`config.mk`:
```
export PLATFORM = sky130hd
export DESIGN_NAME = ram_cmd_master
export DESIGN_NICKNAME = d
export VERILOG_FILES = /design/src/rtl/ram_cmd_master.sv
export SDC_FILE = /design/constraint.sdc
export NUM_CORES = 1
export LEC_CHECK = 0
export ABC_AREA = 1
export CELL_PAD_IN_SITES_DETAIL_PLACEMENT = 1
export CELL_PAD_IN_SITES_GLOBAL_PLACEMENT = 1
export CORE_ASPECT_RATIO = 0.9
export CORE_MARGIN = 3
export CORE_UTILIZATION = 33
export DETAILED_ROUTE_END_ITERATION = 10
export PLACE_DENSITY = 0.92
export SETUP_SLACK_MARGIN = 0.5
export SLEW_MARGIN = 10
export SYNTH_ARGS = -nofsm -noshare
export SYNTH_HDL_FRONTEND = slang
export SYNTH_SLANG_ARGS = --single-unit
```
`constraint.sdc`:
```
create_clock -name clk -period 2.2 [get_ports clk]
set_input_delay 0.44 -clock clk [delete_from_list [all_inputs] [get_ports clk]]
set_output_delay 0.44 -clock clk [all_outputs]
set_load 0.01 [all_outputs]
```
`src/rtl/ram_cmd_master.sv`:
```
// ram_cmd_master: serialises one read/write request into 10-bit
// opcode frames for the single-port RAM slave and returns read data.
// Ports: clk, rst (sync, active-high); req_valid/req_ready/req_write/
// req_addr/req_wdata request side; rsp_valid/rsp_rdata/rsp_err
// response side; din/rx_valid frames out; dout/tx_valid RAM reply.
// Optional address cache: define RAM_MASTER_ADDR_CACHE_EN.
module ram_cmd_master #(
  parameter int ADDR_SIZE = 8,
  parameter int TIMEOUT   = 16
) (
  input  logic                 clk,
  input  logic                 rst,
  input  logic                 req_valid,
  output logic                 req_ready,
  input  logic                 req_write,
  input  logic [ADDR_SIZE-1:0] req_addr,
  input  logic [ADDR_SIZE-1:0] req_wdata,
  output logic                 rsp_valid,
  output logic [ADDR_SIZE-1:0] rsp_rdata,
  output logic                 rsp_err,
  output logic [ADDR_SIZE+1:0] din,
  output logic                 rx_valid,
  input  logic [ADDR_SIZE-1:0] dout,
  input  logic                 tx_valid
);

  localparam int CW = $clog2(TIMEOUT + 1);
  localparam logic [CW-1:0] TO_MAX = CW'(TIMEOUT);

  localparam logic [2:0] S_IDLE  = 3'd0;
  localparam logic [2:0] S_WADDR = 3'd1;
  localparam logic [2:0] S_WDATA = 3'd2;
  localparam logic [2:0] S_RADDR = 3'd3;
  localparam logic [2:0] S_RCMD  = 3'd4;
  localparam logic [2:0] S_RWAIT = 3'd5;
  localparam logic [2:0] S_RESP  = 3'd6;

  logic [2:0]           state;
  logic [2:0]           nxt;
  logic [ADDR_SIZE-1:0] addr_q;
  logic [ADDR_SIZE-1:0] wdata_q;
  logic [ADDR_SIZE-1:0] addr_src;
  logic [ADDR_SIZE-1:0] wdata_src;
  logic [CW-1:0]        cnt;
  logic [CW-1:0]        cnt_inc;
  logic                 accept;
  logic                 timeout;
  logic                 w_hit;
  logic                 r_hit;
  logic [ADDR_SIZE+1:0] din_n;
  logic                 rx_n;

  assign accept  = (state == S_IDLE) && req_valid && req_ready;
  assign cnt_inc = cnt + CW'(1);
  assign timeout = (cnt_inc == TO_MAX);

  // Frames leaving IDLE are built from the request itself, since
  // the capture registers load on that same edge.
  assign addr_src  = accept ? req_addr  : addr_q;
  assign wdata_src = accept ? req_wdata : wdata_q;

`ifdef RAM_MASTER_ADDR_CACHE_EN
  logic [ADDR_SIZE-1:0] last_waddr;
  logic [ADDR_SIZE-1:0] last_raddr;
  logic                 waddr_ok;
  logic                 raddr_ok;

  assign w_hit = waddr_ok && (last_waddr == req_addr);
  assign r_hit = raddr_ok && (last_raddr == req_addr);

  always_ff @(posedge clk) begin
    if (rst) begin
      last_waddr <= '0;
      last_raddr <= '0;
      waddr_ok   <= 1'b0;
      raddr_ok   <= 1'b0;
    end else if (accept) begin
      if (nxt == S_WADDR) begin
        last_waddr <= req_addr;
        waddr_ok   <= 1'b1;
      end
      if (nxt == S_RADDR) begin
        last_raddr <= req_addr;
        raddr_ok   <= 1'b1;
      end
    end
  end
`else
  assign w_hit = 1'b0;
  assign r_hit = 1'b0;
`endif

  always_comb begin
    nxt = state;
    case (state)
      S_IDLE: begin
        if (accept) begin
          if (req_write) nxt = w_hit ? S_WDATA : S_WADDR;
          else           nxt = r_hit ? S_RCMD  : S_RADDR;
        end
      end
      S_WADDR: nxt = S_WDATA;
      S_WDATA: nxt = S_RESP;
      S_RADDR: nxt = S_RCMD;
      S_RCMD:  nxt = S_RWAIT;
      S_RWAIT: begin
        if (tx_valid || timeout) nxt = S_RESP;
      end
      default: nxt = S_IDLE;
    endcase
  end

  // Outputs are registered from the next state, so the frame for a
  // state is on din during the cycle the FSM sits in it.
  always_comb begin
    din_n = '0;
    rx_n  = 1'b0;
    case (nxt)
      S_WADDR: begin
        din_n = {2'b00, addr_src};
        rx_n  = 1'b1;
      end
      S_WDATA: begin
        din_n = {2'b01, wdata_src};
        rx_n  = 1'b1;
      end
      S_RADDR: begin
        din_n = {2'b10, addr_src};
        rx_n  = 1'b1;
      end
      S_RCMD: begin
        din_n = {2'b11, {ADDR_SIZE{1'b0}}};
        rx_n  = 1'b1;
      end
      default: begin
        din_n = '0;
        rx_n  = 1'b0;
      end
    endcase
  end

  always_ff @(posedge clk) begin
    if (rst) begin
      state     <= S_IDLE;
      addr_q    <= '0;
      wdata_q   <= '0;
      cnt       <= '0;
      din       <= '0;
      rx_valid  <= 1'b0;
      req_ready <= 1'b0;
      rsp_valid <= 1'b0;
      rsp_err   <= 1'b0;
      rsp_rdata <= '0;
    end else begin
      state <= nxt;
      if (accept) begin
        addr_q  <= req_addr;
        wdata_q <= req_wdata;
      end
      // Held at zero outside RWAIT, so it is clear on entry.
      if (state == S_RWAIT) cnt <= cnt_inc;
      else                  cnt <= '0;
      din       <= din_n;
      rx_valid  <= rx_n;
      req_ready <= (nxt == S_IDLE);
      rsp_valid <= (nxt == S_RESP);
      // tx_valid on the timeout cycle wins over the error.
      rsp_err   <= (state == S_RWAIT) && !tx_valid && timeout;
      rsp_rdata <= ((state == S_RWAIT) && tx_valid) ? dout : '0;
    end
  end

endmodule

```
# ---- Word level (Yosys, flattened, before mapping)
# Index checks and enable logic that the tools add are counted.
dict set report classes {
  n_mux 8
  reduce_logical 12
  n_bitwise 2
  n_eq_ne 11
  n_addsub 1
}
# cell n
set ops {}
lappend ops {{$pmux W10 S4} 1}
lappend ops {{$pmux W3 S6} 1}
lappend ops {{$mux W8} 2}
lappend ops {{$eq A3 B2 Y1 const B} 4}
lappend ops {{$eq A3 B3 Y1 const B} 4}
lappend ops {{$eq A3 B1 Y1 const B} 2}
lappend ops {{$logic_not A3 Y1} 2}
lappend ops {{$mux W3} 2}
lappend ops {{$add A5 B1 Y5 const B} 1}
lappend ops {{$eq A5 B5 Y1 const B} 1}
lappend ops {{$logic_and A1 B1 Y1} 5}
lappend ops {{$reduce_or A2 Y1} 2}
lappend ops {{$reduce_or A4 Y1} 1}
lappend ops {{$mux W2} 1}
lappend ops {{$not A1 Y1} 2}
lappend ops {{$logic_not A1 Y1} 1}
lappend ops {{$logic_or A1 B1 Y1} 1}
lappend ops {{$mux W1} 1}
dict set report totals {
  word_cells 44
  in_bits 29
  register_bits 46
}

# ---- Depth between registers and ports, before layout
# Gate-level depths: netlist of the first run.
dict set report depth {
  word_depth 8
  depth_mapped 11
  ltp_nobuf 11
}

# ---- Least setup slack after synthesis of the first run
# No wires, ideal clock.
dict set report synth_timing {
  kind {register -> register}
  startpoint {register cnt[0]}
  endpoint {register rx_valid}
  required_ns 2.082
  path_slack_ns 0.854
  stages_incl_launch_ff 11
  period_less_slack_ns 1.346
  arrival_time_ns 1.228
  cell_sequence {dfxtp_1 ha_1 nand3_1 nand2_1 nand2_1 nand3_1 nand3_1 nand2_1 o21bai_1 nand2_1 nor2_1}
}
dict set report synth_between {
  elab_chain_len 8
  elab_cells_between_ends 11
  classes_between {add/sub: 1; eq/ne: 5; mux: 3; reduce/logical: 2}
}
# item line
set synth_rtl {}
lappend synth_rtl {{from (decl)} 44} ;# logic [CW-1:0] cnt;
lappend synth_rtl {{from (signal assigned)} 161} ;# if (state == S_RWAIT) cnt <= cnt_inc;
lappend synth_rtl {{$add A5 B1 Y5 (*)} 54} ;# assign cnt_inc = cnt + CW'(1);
lappend synth_rtl {{$eq A5 B5 Y1 (*)} 55} ;# assign timeout = (cnt_inc == TO_MAX);
lappend synth_rtl {{$logic_or A1 B1 Y1 (*)} 107} ;# if (tx_valid || timeout) nxt = S_RESP;
lappend synth_rtl {{$mux W3 (*)} 107}
lappend synth_rtl {{$pmux W3 S6 (*)} 95} ;# case (state)
lappend synth_rtl {{$eq A3 B3 Y1, or another cell as far along} 118} ;# case (nxt)
lappend synth_rtl {{$reduce_or A4 Y1 (no source line) (*)} n/a}
lappend synth_rtl {{$mux W1 (*)} 118}
lappend synth_rtl {{to (signal assigned)} 164} ;# rx_valid <= rx_n;
lappend synth_rtl {{to (decl)} 22} ;# output logic rx_valid,
# Every way passes the cells marked *; elsewhere a longest branch is shown, timed or not.
# A chain may end at the register's enable or synchronous reset.

# ---- Final worst setup path of the first run
dict set report layout_timing {
  startpoint {register din[1]}
  endpoint {output din[1]}
}
# item line
set layout_rtl {}
lappend layout_rtl {{from (decl)} 21} ;# output logic [ADDR_SIZE+1:0] din,
lappend layout_rtl {{from (signal assigned)} 163} ;# din <= din_n;
# No word-level cell between the ends.

==> flow_summary.rst, run 1 <==
.. list-table::
   :header-rows: 1

   * - Metric
     - Value
   * - Run status
     - complete, no violations
   * - Area of the core
     - ~0.004 mm^2
   * - Gate count after technology mapping
     - ~170
   * - Sequential fraction of the synthesis area
     - 53.66%
   * - Sum of buffers and inverters on the critical path
     - 1
   * - Max Cap Viol
     - 0
   * - Starting density of the core
     - 36.21%
   * - Maximum clock insertion buffer count
     - 2
   * - Setup repair after global routing missed its margin
     - no
   * - I/O Pins
     - slightly above 50
   * - Slowest cell on crit path
     - sky130_fd_sc_hd__clkdlybuf4s50_1
   * - DRC
     - 0
   * - First-pass GRT wire length
     - 5761 um
   * - Areal power density over the cells
     - around 920 mW/mm^2
   * - Number of antenna violations at the first check in global routing
     - 0
   * - Class of the most critical hold timing path
     - reg -> reg
   * - Worst IR Drop VDD
     - ~470 uV
   * - Detailed Route Iter0 Violations
     - 45
   * - Die Y
     - a little under 70 um
   * - Critical path start-end classification
     - reg -> out
   * - Clk network pwr share
     - approximately 25%
   * - DR pass1 iterations
     - 4
   * - Total Wirelength
     - between 3000 and 4000 um
   * - Clock latency reported for the late side of the worst-skew pair
     - 290 ps
   * - Ratio of cells with drive above 1 in the final layout
     - between 9 and 10%
   * - Placement row count
     - 21
   * - Number of synthesized register bits
     - 38
   * - Routed wire length per instance
     - 12.71 um
   * - Reg clk slew, reported paths
     - around 70 ps
   * - Internal power
     - 1.318 mW
   * - Static power due to leakage
     - around 0.94 nW
   * - Final setup viols
     - 0
   * - Final worst path period share
     - between 70% and 80%
   * - Worst-case headroom to the max-slew limit
     - approximately 78%
   * - Critical path capture point type
     - output pin
   * - Number of synthesis warnings
     - 0
   * - Chain of cells forming the critical path
     - clkdlybuf4s50_1
   * - Root Buffer Master
     - sky130_fd_sc_hd__clkbuf_8
   * - Yosys cell types
     - 23
   * - Die area
     - 0.005119 mm^2
   * - Antenna diode count
     - 0
   * - Switching share of power
     - 31.30%
   * - Max frequency
     - around 620 MHz
   * - Worst reg2reg path startpoint
     - state[0]
   * - Cell area after synthesis
     - around 0.0014 mm^2
   * - Minimum period implied by the final worst setup slack
     - around 1600 ps
   * - Gr ovfl total
     - 0
   * - Number of nets still failing antenna checks after routing
     - 0
   * - Port buffer count
     - 50
   * - Final Hold Viols
     - 0
   * - Worst slack after detailed placement
     - 357.2 ps
   * - Via count of the first global-routing pass
     - 1332
   * - Largest net degree at the start of global routing
     - 12
   * - Total number of H-tree levels
     - 2
   * - Part of the total power dissipated in sequential elements
     - 43.9%
   * - Avg Vias per Cell
     - 4.452
   * - Comb pwr share
     - a little under a third
   * - Number of hold-repair buffers added at the cts stage
     - 0
   * - Total power of the final layout
     - about 1.9 mW
   * - TNS Setup
     - 0 ps
   * - Nets
     - ~260
   * - CTS Buf Count
     - 5
   * - Final Wtd Congestion
     - 0.8050
   * - Die W
     - 75.09 um
   * - Clock tree from TritonCTS
     - yes
   * - Crit Path Max Fanout
     - 1
   * - Maximum clock skew at final layout
     - between 2 and 3 ps
   * - DR vias
     - 1211
   * - Detailed placer's ending HPWL
     - around 2600 um
   * - Post-synthesis net count
     - slightly below 200
   * - Global Route Usage Sum
     - 15.53%
   * - Clock sink count
     - 38
   * - Data required time of the critical path
     - ~1800 ps
   * - Area growth from synthesis to layout
     - 47.13%
   * - Max stage delay on crit path
     - 540 ps
   * - Worst setup path startpoint
     - din[1]
   * - Crit path DAT
     - 1160 ps
   * - Worst path top cell family by delay
     - buffers and inverters
   * - PnR worst setup slack
     - about 600 ps
   * - Final slew viol count
     - 0
   * - Sw power
     - 600.5 uW
   * - Mean Syn Cell Area
     - between 8 and 9 um^2
   * - Category of the worst setup path launch point
     - flop
   * - Actual slew at the worst max-slew pin
     - around 330 ps
   * - Source of the worst hold timing path
     - cnt[0]
==> synthesized netlist by cell type (all sizes together) <==
master  number  area [um^2]
clkbuf       2        7.510
dfxtp       38        760.7
inv         29        108.9
nand4        3        33.78
o21ai        1        5.000
buf          2        16.26
nor3         6        40.04
o21bai       1        7.510
and2         1        7.510
nor4         1        6.260
clkinv       1        3.750
nand3        5        25.02
a21oi        2        10.01
ha           1        12.51
o21a         8        60.06
nand2       14        52.55
mux2i        8        80.08
nor2        46        180.2
==> worst reg2reg max path, delay by kind of cell (launching register included) <==
| family | cells | cell delay (ps) |
|---|---|---|
| flip-flops | 1 | 410 |
| buffers and inverters | 2 | 250 |
| AO/OA/AOI/OAI | 2 | 200 |
| AND/OR/NAND/NOR | 5 | 550 |
==> area by class of cell <==
type	instances	area, um^2
fill	469	1829
sequential	38	764.5
multi-input combinational	97	538.0
timing repair buffer	53	521.8
inverter	30	112.6
clock buffer	7	86.33
tap	46	57.56
clock inverter	1	5.005
==> kinds of logic after synthesis <==
| kind of cell | synth area share [%] |
|---|---|
| adders and majority gates | 0.8825 |
| AOI/OAI and AO/OA | 5.825 |
| muxes | 5.649 |
| DFF | 53.66 |
| and+or+nand+nor | 24.36 |
| buffers and inverters | 9.620 |
==> power by group through the flow <==
stage               Clock [mW]  Combinational, mW  Sequential [mW]
CTS                      0.499              0.590            0.840
global route             0.533              0.662            0.852
detailed placement           0              0.591            0.854
finish                   0.486              0.591            0.842
floorplan                    0              0.344            0.870
global placement             0              0.579            0.850
==> worst paths after layout <==
| kind | to | slack (ps) | cells past startpoint |
|---|---|---|---|
| worst max register to register | rx_valid | 700 | 9 |
| worst max-delay path | din[1] | 600 | 1 |
| worst min-delay path | cnt[0] | 460 | 1 |
| worst min register to register | cnt[0] | 460 | 1 |
==> repair_timing <==
item | 4_1_cts | 5_1_grt
resized for setup | 1 | 6
hold endpoints to repair | 0 | 0
endpoints found under the setup margin | 1 | 3
buffers inserted | 0 | 0
==> placed cells by master, fill, tap and decap left out, drive strengths merged, types with 5 or more instances in the layout <==
cell and instances:
clkdlybuf4s50 49, clkbuf 7, nand2 14, nand3 5, nor2 46, dfxtp 38
inv 29, o21a 8, mux2i 8, nor3 6
==> flip-flops by register name (all words and copies together) (netlist names) <==
register and count:
din 10, rsp_rdata 8, wdata_q 8, cnt 5, state 3, req_ready 1
rsp_err 1, rsp_valid 1, rx_valid 1
==> stage by stage <==
stage | util [%] | hold slack [ps] | std cells | instance area (um^2)
2_1_floorplan | - | 429.9 | 169 | 1418
3_3_place_gp | 50.43 | 445.6 | 264 | 1974
3_5_place_dp | 50.43 | 452.4 | 264 | 1974
4_1_cts | 52.73 | 467.2 | 272 | 2064
5_1_grt | 53.28 | 486.4 | 272 | 2086
6_report | 53.28 | 462.5 | 272 | 2086
==> routing by layer <==
layer  vias to the layer above  track usage [%]  share of wire, %
met5                         -                0                 0
met4                         0            8.000               2.5
met1                       543            17.08                42
li1                        628                -                 -
met2                        33            25.98                50
met3                         7            5.874               5.5
Note: power is estimated with default switching activity, not from simulation.
==> inputs of run 2 (changes only) <==
Settings changed: CORE_UTILIZATION 33 to 28, PLACE_DENSITY 0.92 to 0.84.
Clock period 2.2 ns to 1.4 ns, I/O delays scaled along.
==> run 2 against run 1 <==
Effect of this change: the flow now finishes with violations (setup timing); flip-flop and latch count unchanged; cell area up 23%; combinational power rose to 2.6 times the previous value; clock power up 48%; final cell count up 16%; hold slack better by 48 ps; first-iteration DRC count down 11%.
==> flow_summary.rst, run 2 (synthesis gave the netlist of run 1 again) <==
.. list-table::
   :header-rows: 1

   * - Metric
     - Value
   * - Failing checks
     - setup timing
   * - Die area
     - 0.005954 mm^2 (+16%)
   * - Switching share of power
     - 33.79% (+2.5 points)
   * - Setup repair after global routing missed its margin
     - yes
   * - Min-Delay Path Depth
     - 3 (+2)
   * - Critical path start-end classification
     - reg -> reg
   * - Total Wirelength
     - 4529 um (+31%)
   * - Clk network pwr share
     - 19.9% (-5.4 points)
   * - Source of the worst hold timing path
     - dout[6]
   * - Data required time of the critical path
     - 1630 ps (-130 ps)
   * - Final Hold Viols
     - 0 (unchanged)
   * - I/O Pins
     - 51 (unchanged)
   * - Category of the worst setup path launch point
     - flop
   * - Worst reg2reg path depth
     - 9 (unchanged)
   * - Crit path DAT
     - 1700 ps (+540 ps)
   * - Die W
     - 81 um (+7.9%)
   * - DRC
     - 0 (unchanged)
   * - Critical path capture point type
     - flop
   * - Final hold slack
     - 511.0 ps (+48.49 ps)
   * - Global Route Usage Sum
     - 15.42% (-0.10 points)
   * - Avg Vias per Cell
     - 4.329 (-2.8%)
   * - Max frequency
     - 679.2 MHz
   * - Number of nets still failing antenna checks after routing
     - 0 (unchanged)
   * - Most common cell after layout, fill and taps aside
     - sky130_fd_sc_hd__nor2_1
   * - Registers with the highest flip-flop counts
     - din (10), rsp_rdata (8), wdata_q (8)
   * - Register-to-register setup slack
     - -70 ps (-770 ps)
   * - Final setup viols
     - 6 (+6)
   * - Nets
     - 284 (+11%)
   * - Number of hold-repair buffers added at the cts stage
     - 0 (unchanged)
   * - Final worst path period share
     - 105.2%
   * - Ratio of cells with drive above 1 in the final layout
     - 46.85% (+38 points)
   * - Worst reg2reg path startpoint
     - cnt[0]
   * - Sum of buffers and inverters on the critical path
     - 0 (-1)
   * - Port buffer count
     - 50 (unchanged)
   * - Worst IR Drop VDD
     - 704.7 uV (+51%)
   * - Max stage delay on crit path
     - 370 ps (-170 ps)
   * - Reg clk slew, reported paths
     - 80 ps (about the same)
   * - Routed wire length per instance
     - 14.33 um (+13%)
   * - Most frequent cells in the layout
     - 40 x sky130_fd_sc_hd__nor2_1, 27 x sky130_fd_sc_hd__clkdlybuf4s50_1, 24 x sky130_fd_sc_hd__inv_1, 23 x sky130_fd_sc_hd__dfxtp_1, 22 x sky130_fd_sc_hd__buf_4
   * - Via count of the first global-routing pass
     - 1412 (+6.0%)
   * - PnR worst setup slack
     - -72.27 ps (-667.9 ps)
   * - Worst path top cell family by delay
     - simple AND/OR/NAND/NOR gates
   * - Sw power
     - 1.219 mW (+100%)
   * - Fill cell instance count of the final layout
     - 545 (+16%)
   * - Worst-case headroom to the max-slew limit
     - 85.44% (+7.9 points)
   * - Comb pwr share
     - 42.2% (+11 points)
   * - TNS Setup
     - -216.4 ps (-216.4 ps)
   * - R2R Path End
     - rx_valid
   * - Class of the most critical hold timing path
     - in -> reg
   * - Area of the core
     - 0.004662 mm^2 (+19%)
   * - Final slew viol count
     - 0 (unchanged)
   * - First-pass GRT wire length
     - 6803 um (+18%)
   * - Starting density of the core
     - 30.41% (-5.8 points)
   * - Die Y
     - 73.50 um (+7.8%)
   * - Maximum clock skew at final layout
     - 13.15 ps (+10.62 ps)
   * - Areal power density over the cells
     - 1406 mW/mm^2 (+53%)
   * - Crit Path Max Fanout
     - 4 (+3)
   * - Area growth from synthesis to layout
     - 80.94%
   * - Clock tree from TritonCTS
     - yes
   * - Minimum period implied by the final worst setup slack
     - 1472 ps
   * - CTS Buf Count
     - 5 (unchanged)
   * - Clock sink count
     - 38 (unchanged)
   * - Detailed placer's ending HPWL
     - 2836 um (+8.5%)
   * - Slowest cell on crit path
     - sky130_fd_sc_hd__dfxtp_4
   * - Run status
     - complete, but fails checks
   * - Gr ovfl total
     - 0 (unchanged)
   * - Root Buffer Master
     - sky130_fd_sc_hd__clkbuf_8
   * - Max Cap Viol
     - 0 (unchanged)
   * - Largest net degree at the start of global routing
     - 12 (unchanged)
   * - Number of antenna violations at the first check in global routing
     - 0 (unchanged)
   * - Register ranked first by flip-flop count
     - din
   * - DR pass1 iterations
     - 4 (unchanged)
   * - Hold worst-path end
     - rsp_rdata[6]
   * - Maximum clock insertion buffer count
     - 2 (unchanged)
   * - DR vias
     - 1368 (+13%)
   * - Final Wtd Congestion
     - 0.7292 (-9.4%)
   * - Flip-flop count of the largest register after layout
     - 10 (unchanged)
   * - Detailed Route Iter0 Violations
     - 40 (-11%)
   * - Internal power
     - 2.388 mW (+81%)
   * - Part of the total power dissipated in sequential elements
     - 37.9% (-6.0 points)
   * - Antenna diode count
     - 0 (unchanged)
   * - Placement row count
     - 23 (+9.5%)
   * - Post-placement cell count
     - 290 (+9.8%)
   * - Chain of cells forming the critical path
     - ha_4 > nand4_1 > nand2_2 > nand3_4 > nand3_2 > nand2_4 > o21bai_1 > nand2_1 > nor2_1
   * - Static power due to leakage
     - 1.148 nW (+22%)
   * - Clock latency reported for the late side of the worst-skew pair
     - 290 ps (about the same)
   * - Total number of H-tree levels
     - 2 (unchanged)
   * - Actual slew at the worst max-slew pin
     - 212.3 ps (-122.2 ps)
   * - Finished Layout Cells
     - 316 (+16%)
[run 2: worst max-delay path by stage]
stage / depth (start not counted) / to / startpoint
2_1_floorplan: 6 / din[4] / state[1]
3_3_place_gp: 6 / din[2] / req_valid
3_5_place_dp: 6 / din[6] / req_valid
4_1_cts: 11 / rx_valid / cnt[1]
5_1_grt: 10 / din[8] / cnt[3]
6_report: 9 / rx_valid / cnt[0]
[run 2: per-layer routing]
| metal | routed length (um) | global-route usage [%] |
|---|---|---|
| met3 | 209 | 4.534 |
| met4 | 130 | 7.505 |
| met1 | 1778 | 16.12 |
| met2 | 2410 | 28.08 |
| met5 | 0 | 0 |
[run 2: through the flow]
stage                     instance area (um^2)  utilization, %  setup WS (ps)  total power [mW]
final                                     2565           55.02         -72.27             3.607
after global routing                      2565           55.02         -219.0             3.829
after CTS                                 2402           51.53         -33.41             3.414
after detailed placement                  2155           46.22         -265.8             2.468
after global placement                    2155           46.22         -215.1             2.417
after floorplan                           1490               -          146.0             1.995
[run 2: worst register-to-register path, stage by stage, from the launching register on]
cell                       delay, ps
sky130_fd_sc_hd__dfxtp_4         370
sky130_fd_sc_hd__ha_4            150
sky130_fd_sc_hd__nand4_1         130
sky130_fd_sc_hd__nand2_2         120
sky130_fd_sc_hd__nand3_4          90
sky130_fd_sc_hd__nand3_2         110
sky130_fd_sc_hd__nand2_4          70
sky130_fd_sc_hd__o21bai_1        130
sky130_fd_sc_hd__nand2_1         120
sky130_fd_sc_hd__nor2_1          120
[run 2: what timing repair did]
action | in CTS | in global routing
gates cloned | 1 | 0
gates resized for setup | 131 | 27
hold endpoints to repair | 0 | 0
endpoints found under the setup margin | 60 | 60
pin swaps | 2 | 10
buffers inserted | 11 | 7
[run 2: cell type report]
cell class / instances / area [um^2] / area share [%]
multi-input combinational: 97 / 757.0 / 29.51
sequential: 38 / 787.0 / 30.68
clock inverter: 2 / 10.01 / 0.3902
clock buffer: 5 / 68.82 / 2.683
inverter: 30 / 118.9 / 4.634
timing repair buffer: 82 / 745.7 / 29.07
tap: 62 / 77.57 / 3.024
[run 2: power by group through the flow]
stage / Clock [mW] / Sequential (mW) / Combinational (mW)
after floorplan: 0 / 1.38 / 0.611
after global placement: 0 / 1.35 / 1.07
after detailed placement: 0 / 1.36 / 1.11
after CTS: 0.744 / 1.36 / 1.31
after global routing: 0.802 / 1.38 / 1.65
final: 0.718 / 1.37 / 1.52
